$ cat src/rtl/serial_nibble_loader_pkg.sv
`default_nettype none
// ============================================================================
// Module      : serial_nibble_loader_pkg
// Description : Shared state encoding and nibble width for the serial loader.
// Revision    : 1.0 - initial release
// ============================================================================
package serial_nibble_loader_pkg;

    localparam int NIBBLE_W = 4;

    typedef enum logic [1:0] {
        IDLE   = 2'd0,
        SHIFT  = 2'd1,
        PARITY = 2'd2
    } state_t;

    // Even parity: the parity bit equals the XOR of the data bits.
    function automatic logic even_parity(input logic [NIBBLE_W-1:0] data);
        return ^data;
    endfunction

endpackage
`default_nettype wire

$ cat src/rtl/serial_nibble_loader_bit_counter_2b.sv
`default_nettype none
// ============================================================================
// Module      : bit_counter_2b
// Description : 2-bit bit counter with clear, restart, enable and terminal count.
// Revision    : 1.0 - initial release
// ============================================================================
module bit_counter_2b (
    input  logic clk,
    input  logic clr,
    input  logic restart,
    input  logic en,
    output logic tc
);

    logic [1:0] r_cnt;

    always_ff @(posedge clk) begin
        if (!clr) begin
            r_cnt <= 2'd0;
        end else if (restart) begin
            r_cnt <= 2'd0;
        end else if (en) begin
            r_cnt <= r_cnt + 2'd1;
        end
    end

    assign tc = (r_cnt == 2'd3);

endmodule
`default_nettype wire

$ cat src/rtl/serial_nibble_loader.sv
`default_nettype none
// ============================================================================
// Module      : serial_nibble_loader
// Description : Framed serial-to-parallel nibble loader with optional parity.
// Revision    : 1.0 - initial release
// ============================================================================
module serial_nibble_loader
    import serial_nibble_loader_pkg::*;
#(
    parameter bit MSB_FIRST = 1'b1,
    parameter bit PARITY_EN = 1'b0
) (
    input  logic                clk,
    input  logic                clr,
    input  logic                start,
    input  logic                bit_valid,
    input  logic                bit_in,
    output logic [NIBBLE_W-1:0] d_out,
    output logic                ce_out,
    output logic                err,
    output logic                busy
);

    state_t                r_state;
    state_t                w_state_nxt;
    logic [NIBBLE_W-1:0]   r_shift;
    logic [NIBBLE_W-1:0]   w_shift_nxt;
    logic [NIBBLE_W-1:0]   w_shifted;
    logic [NIBBLE_W-1:0]   r_d_out;
    logic [NIBBLE_W-1:0]   w_d_nxt;
    logic                  r_ce;
    logic                  w_ce_nxt;
    logic                  r_err;
    logic                  w_err_nxt;
    logic                  r_busy;
    logic                  w_cnt_en;
    logic                  w_tc;

    generate
        if (MSB_FIRST) begin : g_msb_first
            assign w_shifted = {r_shift[NIBBLE_W-2:0], bit_in};
        end else begin : g_lsb_first
            assign w_shifted = {bit_in, r_shift[NIBBLE_W-1:1]};
        end
    endgenerate

    // A start strobe always wins over a bit in the same cycle.
    assign w_cnt_en = (r_state == SHIFT) && bit_valid && !start;

    bit_counter_2b u_bit_counter (
        .clk     (clk),
        .clr     (clr),
        .restart (start),
        .en      (w_cnt_en),
        .tc      (w_tc)
    );

    always_comb begin
        w_state_nxt = r_state;
        w_shift_nxt = r_shift;
        w_d_nxt     = r_d_out;
        w_ce_nxt    = 1'b0;
        w_err_nxt   = 1'b0;
        case (r_state)
            IDLE: begin
                if (start) begin
                    w_state_nxt = SHIFT;
                    w_shift_nxt = '0;
                end
            end
            SHIFT: begin
                if (start) begin
                    w_shift_nxt = '0;
                end else if (bit_valid) begin
                    w_shift_nxt = w_shifted;
                    if (w_tc) begin
                        if (PARITY_EN) begin
                            w_state_nxt = PARITY;
                        end else begin
                            w_state_nxt = IDLE;
                            w_d_nxt     = w_shifted;
                            w_ce_nxt    = 1'b1;
                        end
                    end
                end
            end
            PARITY: begin
                if (start) begin
                    w_state_nxt = SHIFT;
                    w_shift_nxt = '0;
                end else if (bit_valid) begin
                    w_state_nxt = IDLE;
                    if (bit_in == even_parity(r_shift)) begin
                        w_d_nxt  = r_shift;
                        w_ce_nxt = 1'b1;
                    end else begin
                        w_err_nxt = 1'b1;
                    end
                end
            end
            default: begin
                w_state_nxt = IDLE;
            end
        endcase
    end

    always_ff @(posedge clk) begin
        if (!clr) begin
            r_state <= IDLE;
            r_shift <= '0;
            r_d_out <= '0;
            r_ce    <= 1'b0;
            r_err   <= 1'b0;
            r_busy  <= 1'b0;
        end else begin
            r_state <= w_state_nxt;
            r_shift <= w_shift_nxt;
            r_d_out <= w_d_nxt;
            r_ce    <= w_ce_nxt;
            r_err   <= w_err_nxt;
            r_busy  <= (w_state_nxt != IDLE);
        end
    end

    assign d_out  = r_d_out;
    assign ce_out = r_ce;
    assign err    = r_err;
    assign busy   = r_busy;

endmodule
`default_nettype wire
$ cat config.mk
export PLATFORM = sky130hd
export DESIGN_NAME = serial_nibble_loader
export DESIGN_NICKNAME = d
export VERILOG_FILES = /design/src/rtl/serial_nibble_loader_pkg.sv /design/src/rtl/serial_nibble_loader_bit_counter_2b.sv /design/src/rtl/serial_nibble_loader.sv
export SDC_FILE = /design/constraint.sdc
export NUM_CORES = 1
export LEC_CHECK = 0
export BUFFER_PORTS_ARGS = -buffer_cell sky130_fd_sc_hd__buf_2
export CAP_MARGIN = 20
export CORE_MARGIN = 4
export CORE_UTILIZATION = 39
export CTS_BUF_LIST = sky130_fd_sc_hd__clkbuf_4 sky130_fd_sc_hd__clkbuf_8
export DETAILED_ROUTE_END_ITERATION = 8
export HOLD_SLACK_MARGIN = 0.03
export PLACE_DENSITY_LB_ADDON = 0.15
export SLEW_MARGIN = 10
export SYNTH_ARGS = -nofsm -noshare
export SYNTH_HDL_FRONTEND = slang
export SYNTH_HIERARCHICAL = 1
export SYNTH_SLANG_ARGS = --single-unit
export TNS_END_PERCENT = 20
$ cat constraint.sdc
create_clock -name clk -period 3.2 [get_ports clk]
set_clock_uncertainty 0.15 [all_clocks]
set_input_delay 0.32 -clock clk [delete_from_list [all_inputs] [get_ports clk]]
set_output_delay 0.32 -clock clk [all_outputs]
set_load 0.03 [all_outputs]
==> Yosys cells after proc, flatten, opt, wreduce, memory -nomap -nowiden <==
Index checks and enable logic that the tools add are counted.
Widths: inputs -> output; s select.
{ "word_totals": {"ff_bits": 15, "out_inout_bits": 7} }
{ "classes": {"n_eq_ne": 12, "bitwise_logic": 3, "n_reduce_logical": 13, "n_mux": 26, "add_sub_neg": 1} }
{ "op_table": {"columns": ["cell", "n"], "rows": [
  ["$mux 4", 9],
  ["$pmux 4 s2", 2],
  ["$mux 2", 6],
  ["$ne 2x2->1 const B", 5],
  ["$mux 1", 7],
  ["$reduce_and 7->1", 1],
  ["$pmux 2 s3", 1],
  ["$reduce_bool 2->1", 3],
  ["$eq 2x2->1 const B", 2],
  ["$ne 2x1->1 const B", 2],
  ["$reduce_or 2->1", 2],
  ["$reduce_or 4->1", 1],
  ["$reduce_xor 4->1", 1],
  ["$ne 3x3->1 const B", 1],
  ["$not 1->1", 3],
  ["$reduce_and 3->1", 1],
  ["$add 2x1->2 const B", 1],
  ["$eq 2x1->1 const B", 1],
  ["$logic_and 1x1->1", 2],
  ["$logic_not 2->1", 1],
  ["$pmux 1 s2", 1],
  ["$eq 1x1->1", 1],
  ["$logic_not 1->1", 1]
]} }

==> Longest topological paths before layout <==
Gate-level depths: netlist of run 1.
{ "logic_depth": {"ltp_word": 6, "depth_mapped": 8} }

==> Hierarchy <==
The synthesis of run 1 kept the hierarchy.
{ "modules_own_cells": {"columns": ["module", "instances", "area_per_inst_um2", "seq_area_each_um2", "cells_per_inst"], "rows": [
  ["serial_nibble_loader", 1, 747.0, 260.2, 81],
  ["bit_counter_2b", 1, 85.1, 40.0, 8]
]} }

==> Worst setup path after synthesis of run 1 <==
OpenSTA, ideal clock, no wires.
{ "synth_timing": {"path_kind": "reg2reg", "from": "register r_state[0]", "to": "register r_shift[1]", "path_stages_with_launch": 8, "required_time_ns": 2.980, "setup_slack_ns": 1.446, "arrival_time_ns": 1.534, "cell_sequence": "dfxtp_1 inv_1 ha_1 clkbuf_1 buf_2 nor3_1 nand4b_1 a21oi_1"} }
{ "synth_between": {"elab_chain_cells": 4, "elab_cells_between_ends": 9, "classes_between": "eq/ne: 4; mux: 1; reduce/logical: 4"} }
{ "synth_lines": {"columns": ["element", "line_no", "source"], "rows": [
  ["from (decl)", "serial_nibble_loader.sv:24", "state_t r_state;"],
  ["from (signal assigned)", "serial_nibble_loader.sv:116", "r_state <= w_state_nxt;"],
  ["$eq 2x2->1 or $logic_not 2->1 (tied branches)", "serial_nibble_loader.sv:64", "case (r_state)"],
  ["$reduce_or 2->1 (no line)", null, null],
  ["$ne 2x1->1 (no line) or $reduce_bool 2->1 (tied branches)", null, null],
  ["$reduce_and 3->1 (no line)", null, null],
  ["to (signal assigned)", "serial_nibble_loader.sv:117", "r_shift <= w_shift_nxt;"],
  ["to (decl)", "serial_nibble_loader.sv:26", "logic [NIBBLE_W-1:0] r_shift;"]
]} }
Parallel ways exist; a longest one is shown, timed or not.
A chain may end at the register's enable or synchronous reset.

==> Worst setup path in the final report of run 1 <==
{ "layout_timing": {"from": "register r_state[0]", "to": "register r_d_out[1] (netlist: d_out[1])"} }
{ "layout_between": {"elab_chain_cells": 3, "elab_cells_between_ends": 11, "classes_between": "eq/ne: 8; mux: 1; reduce/logical: 2"} }
{ "layout_lines": {"columns": ["element", "line_no", "source"], "rows": [
  ["$eq 2x2->1 or $eq 2x1->1 (tied branches)", "serial_nibble_loader.sv:64", null],
  ["$ne 2x2->1 (no line), or another cell as far along", null, null],
  ["$reduce_and 7->1 (no line)", null, null],
  ["to (signal assigned)", "serial_nibble_loader.sv:118", "r_d_out <= w_d_nxt;"],
  ["to (decl)", "serial_nibble_loader.sv:29", "logic [NIBBLE_W-1:0] r_d_out;"]
]} }
Parallel ways exist; a longest one is shown, timed or not.

==> results of run 1 <==
[flip-flops by register name, indices dropped and copies added (netlist names)]
register	flops
err	1
d_out	4
busy	1
ce_out	1
r_shift	4
u_bit_counter/r_cnt	2
r_state	2
[synth_stat cells (2+ instances only)]
library cell,instances
a211oi_1,8
a21oi_1,7
and4_1,2
dfxtp_1,15
ha_1,5
inv_1,9
mux2_1,2
mux2_2,3
nand2_1,4
nand2b_1,3
nand4b_1,4
nor2_1,4
nor2b_1,2
o21ai_0,4
o21ai_1,3
o21bai_1,2
[per-layer routing]
metal	vias up	routed length, um	GRT usage, %
met5	-	0	0
met4	0	18	7.47
met3	2	70	2.77
met2	12	718	17.9
met1	307	764	15.7
li1	342	-	-
[where the power goes]
part	internal [mW]	switching, mW
Combinational	0.0168	0.0291
Clock	0.0568	0.0592
Sequential	0.190	0.00293
Total	0.264	0.0913
[final cells by class]
cell class,count,area share [%]
Timing Repair Buffer,11,5.84
Sequential cell,15,31.9
Tap cell,27,3.59
Inverter,9,3.59
Multi-Input combinational cell,63,51.9
Clock buffer,4,3.19
[critical path, cell delays in order, from the launching register on]
cell      delay [ns]
dfxtp_1         0.36
inv_1           0.09
ha_1            0.51
mux2_2          0.26
nand2_1         0.11
a21o_2          0.24
a211oi_1        0.22
[metrics by stage]
stage	instance area [um2]	setup slack [ns]	hold WS, ns	power (mW)
floorplan	832	1.45	0.310	0.230
global placement	912	1.32	0.291	0.243
detailed placement	912	1.19	0.294	0.243
CTS	942	1.17	0.191	0.362
global route	942	0.989	0.199	0.376
finish	942	1.18	0.191	0.355
[final timing paths]
kind,from,end,slack [ns],depth (start not counted)
worst max-delay path,r_state[0],d_out[1],1.18,6
worst min-delay path,clr,u_bit_counter/r_cnt[0],0.19,3
worst max register to register,r_state[0],d_out[1],1.18,6
worst min register to register,d_out[3],d_out[3],0.31,2
[cells by family (layout without fill, tap and decap cells)]
kind of cell,count (synthesis),count (layout),share of synthesized area [%]
adders and majority gates,5,5,7.52
DFF,15,15,36.1
AOI/OAI and AO/OA,27,27,20.6
and+or+nand+nor,21,21,15.0
muxes,6,6,7.97
xor gates and xnor gates,4,4,7.67
buffers and inverters,11,24,5.11
==> flow_summary_export.csv, run 1 <==
group,metric,value,unit
timing,final-max-slew-violation-count,0,
global_route,grt_start_max_net_pins,17,
finish,final_cells,129,
finish,ff_latch_area,300,um2
setup_path,crit_path_end_kind,"flip-flop",
timing,fmax,496,MHz
finish,drive_gt1_share,20.6,%
yosys,ys.flop_type,"dfxtp_1",
global_route,grt_pass1_vias,567,
global_route,gr-total-overflow,0,
yosys,ys_ff_latch,15,
run,cap_violations,0,
routing,wl_per_cell,12.2,um
timing,setup-violations-final,0,
die,io_pins,12,
timing,maxSlewHeadroom,62.7,%
power,p_per_area,377,nW/um2
clock_tree,postCtsSetupBuffers,0,
yosys,ys.warnings.count,6,
finish,utilization,47.1,%
setup_path,start_kind,"flip-flop",
clock_tree,clkTransAtPathRegs,0.09,ns
die,fp.dieW,54.2,um
place,gp_congestion,0.791,
finish,layout_commonest_cell,"dfxtp_1",
clock_tree,clock_path_buffers,2,
setup_path,worstPathRequired,3.25,ns
timing,tightest_slew,0.560,ns
setup_path,cp_max_fo,16,
min_path,hold_class,"in2reg",
place,dp_hpwl,1180,um
finish,final_cell_mix,"dfxtp_1 (15), buf_2 (11), inv_1 (9)",
global_route,grt.total_usage,12.1,%
clock_tree,root_buffer,"clkbuf_4",
finish,multi_input_area,489,um2
yosys,synth_top_area_share,36.1,%
global_route,antenna_found_initial,0,
routing,initialDrtViolationCount,15,
timing,final-hold-violation-count,0,
timing,final.period_utilization,63.0,%
finish,fillers,211,
routing,drc,0,
routing,routed_via_density,5.14,
timing,fin_tns_setup,0,ns
power,ir_worst_vdd,193,uV
clock_tree,cts_buffers,3,
yosys,synth_edf_count,0,
clock_tree,post_cts_resized,0,
clock_tree,ctsHoldBuffers,0,
yosys,synth.area.top_cells,"dfxtp_1 (36%), ha_1 (7.5%), a211oi_1 (7.2%)",
power,total_leakage_power,0.400,nW
die,initial_core_util,41.6,%
die,die_area,2940,um2
place,port_buffers,11,
routing,wl,1570,um
yosys,synth_cells,89,
setup_path,crit_type,"reg2reg",
yosys,synth_area_per_cell,9.35,um2
setup_path,cp_data_arrival_time,2.07,ns
clock_tree,tritoncts,"yes",
timing,finalCriticalPeriod,2.02,ns
outcome,outcome,"completed",
clock_tree,clk_latency,0.28,ns
yosys,synth_nets,99,
finish,insertedDiodeCount,0,
die,core_area,2000,um2
finish,finalNetCount,113,
routing,first_pass_iters,4,
yosys,yosysTopAreaCell,"dfxtp_1",
die,num_rows,16,
clock_tree,cts.sinks,15,
routing,vias,663,
global_route,grt_pass1_wl,2510,um
timing,rsz0062_at_grt,"no",
routing,antenna_left,0,
yosys,async_flop_share,0,%
clock_tree,cts_max_level,1,
die,die_y,54.2,um
finish,syn2layout_area_growth,13.2,%
yosys,syn_area,832,um2
yosys,yosysSeqAreaShare,36.1,%
place,dp_cells,125,
yosys,yosysUniqueCellTypes,28,
Power figures use the tool's default switching activity.
==> run 2, diff against run 1 <==
==> constraint.sdc (replaced) <==
create_clock -name clk -period 2.05 [get_ports clk]
set_clock_uncertainty 0.15 [all_clocks]
set_input_delay 0.205 -clock clk [delete_from_list [all_inputs] [get_ports clk]]
set_output_delay 0.205 -clock clk [all_outputs]
set_load 0.03 [all_outputs]
==> run 2 against run 1 <==
Net effect:
- combinational power increased by 58%
- core utilization up 0.50 points
- total power grew 56%
- largest power group unchanged
- highest routed layer unchanged
- sequential power grew 56%
==> flow_summary_export.csv, run 2 (same netlist as run 1, synthesis figures left out) <==
group,metric,value,unit
global_route,grt_start_max_net_pins,13,
routing,routed_via_density,5.16,
setup_path,crit_type,"reg2reg",
finish,finalNetCount,114,
routing,wl,1580,um
timing,rsz0062_at_grt,"no",
setup_path,crit_slowest_cell,"dfxtp_1",
global_route,grt_pass1_vias,605,
finish,syn2layout_area_growth,14.4,%
timing,tightest_slew,0.439,ns
global_route,grt.total_usage,13.2,%
clock_tree,postCtsSetupBuffers,0,
setup_path,cp_data_arrival_time,1.86,ns
global_route,antenna_found_initial,0,
clock_tree,tritoncts,"yes",
global_route,gr-total-overflow,0,
clock_tree,clkTransAtPathRegs,0.09,ns
timing,fin_tns_setup,0,ns
routing,vias,671,
finish,final_cells,130,
routing,wl_per_cell,12.2,um
finish,fillers,216,
power,clkPwrFrac,32.6,%
power,p_int,0.412,mW
die,core_area,2000,um2
power,p_sw_share,25.7,%
timing,finalCriticalPeriod,1.81,ns
timing,setup-violations-final,0,
timing,final-max-slew-violation-count,0,
finish,final_cell_mix,"dfxtp_1 (15), buf_2 (11), inv_1 (9)",
finish,layout_commonest_cell,"dfxtp_1",
finish,ff_latch_area,300,um2
power,p_comb_share,13.1,%
place,dp_cells,126,
setup_path,crit_path_end_kind,"flip-flop",
finish,drive_gt1_share,22.3,%
finish,multi_input_area,492,um2
die,fp.dieW,54.2,um
routing,antenna_left,0,
clock_tree,clock_path_buffers,2,
routing,drc,0,
run,cap_violations,0,
setup_path,worstPathRequired,2.10,ns
outcome,outcome,"completed",
die,die_area,2940,um2
power,total_leakage_power,0.404,nW
power,p_per_area,582,nW/um2
timing,fmax,551,MHz
die,die_y,54.2,um
place,port_buffers,11,
clock_tree,cts_max_level,1,
clock_tree,cts_buffers,3,
setup_path,cp_max_fo,6,
timing,maxSlewHeadroom,70.5,%
die,initial_core_util,41.6,%
clock_tree,root_buffer,"clkbuf_4",
routing,initialDrtViolationCount,10,
timing,final.period_utilization,88.5,%
die,num_rows,16,
clock_tree,clk_latency,0.28,ns
timing,final-hold-violation-count,0,
die,io_pins,12,
min_path,hold_class,"in2reg",
finish,insertedDiodeCount,0,
setup_path,crit_chain,"inv_1 > ha_1 > mux2_2 > nand2_1 > a21o_2 > a211oi_1",
setup_path,start_kind,"flip-flop",
place,gp_congestion,0.787,
routing,first_pass_iters,4,
clock_tree,cts.sinks,15,
power,ir_worst_vdd,337,uV
clock_tree,ctsHoldBuffers,0,
place,dp_hpwl,1200,um
global_route,grt_pass1_wl,2700,um
setup_path,critPathMaxStageDelay,0.39,ns
power,power_frac_seq,54.3,%
power,p_sw,0.143,mW
-- run 2: timing repair --
item / in CTS / in global routing
resized for setup: 0 / 1
endpoints found under the hold margin: 0 / 0
setup endpoints to repair: 0 / 4
-- run 2: cell type report --
cell class	count	area share, %
sequential	15	31.5
inverter	9	3.55
tap	27	3.55
clock buffer	4	3.15
timing repair buffer	12	6.57
multi-input combinational	63	51.6
-- run 2: through the flow --
step                      setup slack [ns]  cell area, um2  hold slack (ns)  total power [mW]  utilization (%)
after floorplan                      0.296             832            0.210             0.358                -
after global placement               0.249             920            0.290             0.379             45.9
after detailed placement             0.149             920            0.298             0.380             45.9
after CTS                            0.122             950           0.0616             0.566             47.4
after global routing                0.0855             952           0.0726             0.589             47.6
final                                0.236             952           0.0744             0.555             47.6
-- run 2: worst paths after layout --
| check | startpoint | end | slack, ns | cells past startpoint |
|---|---|---|---|---|
| min | clr | u_bit_counter/r_cnt[0] | 0.07 | 3 |
| min reg2reg | d_out[1] | d_out[1] | 0.31 | 2 |
| max | r_state[1] | d_out[3] | 0.24 | 6 |
| max reg2reg | r_state[1] | d_out[3] | 0.24 | 6 |
-- run 2: power groups by stage --
stage | registers [mW] | clock network, mW | logic, mW
final | 0.301 | 0.181 | 0.0724
after CTS | 0.301 | 0.193 | 0.0723
after global placement | 0.308 | 0 | 0.0713
after detailed placement | 0.308 | 0 | 0.0717
after global routing | 0.302 | 0.207 | 0.0803
after floorplan | 0.312 | 0 | 0.0461
-- run 2: worst max-delay path: cells and delay by family (launching register included) --
kind / cells / cell delay (ns)
simple gates: 1 / 0.11
buf+inv: 1 / 0.08
compound gates: 2 / 0.48
flops: 1 / 0.39
mux: 1 / 0.25
fa+ha+maj: 1 / 0.27
-- run 2: metal layers --
| metal | track usage [%] | vias to the layer above | wire length [um] |
|---|---|---|---|
| met5 | 0 | - | 0 |
| met4 | 7.47 | 0 | 34 |
| met3 | 4.16 | 4 | 71 |
| met2 | 19.1 | 10 | 701 |
| met1 | 17.1 | 314 | 775 |
| li1 | - | 343 | - |
==> run 3, diff against run 2 <==
--- a/config.mk
+++ b/config.mk
@@ -7,9 +7,11 @@
 export LEC_CHECK = 0
 export BUFFER_PORTS_ARGS = -buffer_cell sky130_fd_sc_hd__buf_2
 export CAP_MARGIN = 20
+export CORE_ASPECT_RATIO = 0.9
 export CORE_MARGIN = 4
 export CORE_UTILIZATION = 39
 export CTS_BUF_LIST = sky130_fd_sc_hd__clkbuf_4 sky130_fd_sc_hd__clkbuf_8
+export CTS_CLUSTER_DIAMETER = 30
 export DETAILED_ROUTE_END_ITERATION = 8
 export HOLD_SLACK_MARGIN = 0.03
 export PLACE_DENSITY_LB_ADDON = 0.15
==> constraint.sdc (replaced) <==
create_clock -name clk -period 1.7 [get_ports clk]
set_clock_uncertainty 0.15 [all_clocks]
set_input_delay 0.17 -clock clk [delete_from_list [all_inputs] [get_ports clk]]
set_output_delay 0.17 -clock clk [all_outputs]
set_load 0.03 [all_outputs]
==> run 3 against run 2 <==
Net effect:
- the run now ends with negative setup slack left
- sequential share of layout area fell by 3.8 points
- total power rose by 25%
- sequential cell count did not move
- critical endpoint is now d_out[2]
==> flow_summary_export.csv, run 3 (same netlist as run 1, synthesis figures left out) <==
group,metric,value,unit
finish,final_cell_mix,"dfxtp_1 (12), buf_2 (11), buf_4 (11)",
timing,rsz0062_at_grt,"yes",
die,initial_core_util,42.2,%
min_path,holdPathEnd,"u_bit_counter/r_cnt[0]",
finish,layout_commonest_cell,"dfxtp_1",
clock_tree,clkTransAtPathRegs,0.08,ns
finish,syn2layout_area_growth,31.6,%
setup_path,crit_path_end_kind,"flip-flop",
min_path,holdPathStages,3,
clock_tree,root_buffer,"clkbuf_4",
die,num_rows,15,
clock_tree,cts.sinks,15,
power,ir_worst_vdd,526,uV
die,die_y,51.8,um
setup_path,cp_max_fo,7,
global_route,gr-total-overflow,0,
clock_tree,cts_buffers,3,
power,p_comb_share,16.8,%
power,total_leakage_power,0.478,nW
timing,fmax,585,MHz
routing,drc,0,
finish,finalNetCount,124,
die,io_pins,12,
setup_path,r2r_slack,-0.01,ns
power,clkPwrFrac,31.3,%
finish,drive_gt1_share,40.7,%
timing,layout_setup_ws,-0.0107,ns
global_route,grt.total_usage,14.0,%
place,dpl_cell_area,990,um2
clock_tree,clk_latency,0.28,ns
power,power_frac_seq,51.9,%
run,cap_violations,0,
min_path,min-delay-start,"clr",
die,core_area,1970,um2
setup_path,r2r_end,"d_out[2]",
clock_tree,clock_path_buffers,2,
outcome,violations,"negative setup slack",
power,p_sw_share,26.3,%
place,dp_hpwl,1360,um
setup_path,crit_type,"reg2reg",
power,p_per_area,635,nW/um2
die,die_area,2940,um2
routing,routed_via_density,5.13,
finish,stdcell_area,1090,um2
place,port_buffers,11,
power,p_int,0.512,mW
min_path,hold_class,"in2reg",
routing,wl,1820,um
timing,whs,0.0518,ns
setup_path,start_kind,"flip-flop",
global_route,grt_pass1_vias,660,
setup_path,r2r-start,"r_shift[3]",
place,gp_congestion,0.780,
power,p_sw,0.183,mW
die,fp.dieW,56.7,um
timing,setup-violations-final,1,
routing,initialDrtViolationCount,11,
timing,final-max-slew-violation-count,0,
setup_path,worstPathRequired,1.75,ns
global_route,grt_start_max_net_pins,9,
routing,first_pass_iters,4,
timing,maxSlewHeadroom,76.6,%
outcome,outcome,"complete, but fails checks",
routing,antenna_left,0,
timing,final.period_utilization,101,%
timing,tightest_slew,0.350,ns
routing,vias,708,
finish,insertedDiodeCount,0,
clock_tree,cts_max_level,1,
setup_path,rr_worst_depth,4,
global_route,antenna_found_initial,0,
global_route,grt_pass1_wl,3020,um
timing,fin_tns_setup,-0.0107,ns
clock_tree,tritoncts,"yes",
routing,wl_per_cell,13.2,um
timing,final-hold-violation-count,0,
setup_path,cp_data_arrival_time,1.76,ns
timing,finalCriticalPeriod,1.71,ns
run 3: repair_timing:
item                                    4_1_cts  5_1_grt
pin swaps                                     3        4
buffers inserted                              0        1
resized for setup                             5       12
hold buffers                                  0        0
endpoints found under the setup margin        6        9
run 3: layer usage:
layer	vias up	track usage [%]	share of wire [%]
li1	365	-	-
met1	321	16.8	45
met2	18	22.3	48
met3	4	5.46	5.6
met4	0	5.93	1.4
met5	-	0	0
run 3: worst max path at each step:
stage | startpoint | end | slack [ns] | depth (start not counted)
4_1_cts | r_shift[1] | d_out[0] | 0.004 | 4
2_1_floorplan | r_state[0] | r_shift[0] | 0.009 | 8
3_3_place_gp | r_shift[3] | d_out[2] | -0.02 | 4
3_5_place_dp | r_shift[3] | d_out[0] | -0.04 | 4
6_report | r_shift[3] | d_out[2] | -0.01 | 4
5_1_grt | r_shift[3] | d_out[2] | -0.03 | 4
run 3: layout make-up:
class | instances | area (um2)
Clock buffer | 4 | 30.0
Fill cell | 176 | 876
Inverter | 9 | 33.8
Multi-Input combinational cell | 63 | 558
Sequential cell | 15 | 304
Tap cell | 25 | 31.3
Timing Repair Buffer | 22 | 138
run 3: worst max-delay path, cell delays in order, from the launching register on:
cell      delay (ns)
dfxtp_2         0.34
xnor3_2         0.46
xnor2_4         0.20
a21o_4          0.26
a211oi_1        0.22
run 3: per-stage QoR:
| stage | utilization [%] | total power [mW] | setup slack, ns | cells |
|---|---|---|---|---|
| after floorplan | - | 0.433 | 0.00904 | 89 |
| after global placement | 50.2 | 0.471 | -0.0233 | 133 |
| after detailed placement | 50.2 | 0.473 | -0.0424 | 133 |
| after CTS | 52.6 | 0.695 | 0.00389 | 137 |
| after global routing | 55.6 | 0.734 | -0.0329 | 138 |
| final | 55.6 | 0.695 | -0.0107 | 138 |
run 3: power groups by stage:
stage,sequential [mW],clock [mW],combinational (mW)
after floorplan,0.377,0,0.0565
after global placement,0.369,0,0.103
after detailed placement,0.369,0,0.104
after CTS,0.361,0.229,0.105
after global routing,0.361,0.244,0.129
final,0.361,0.218,0.117
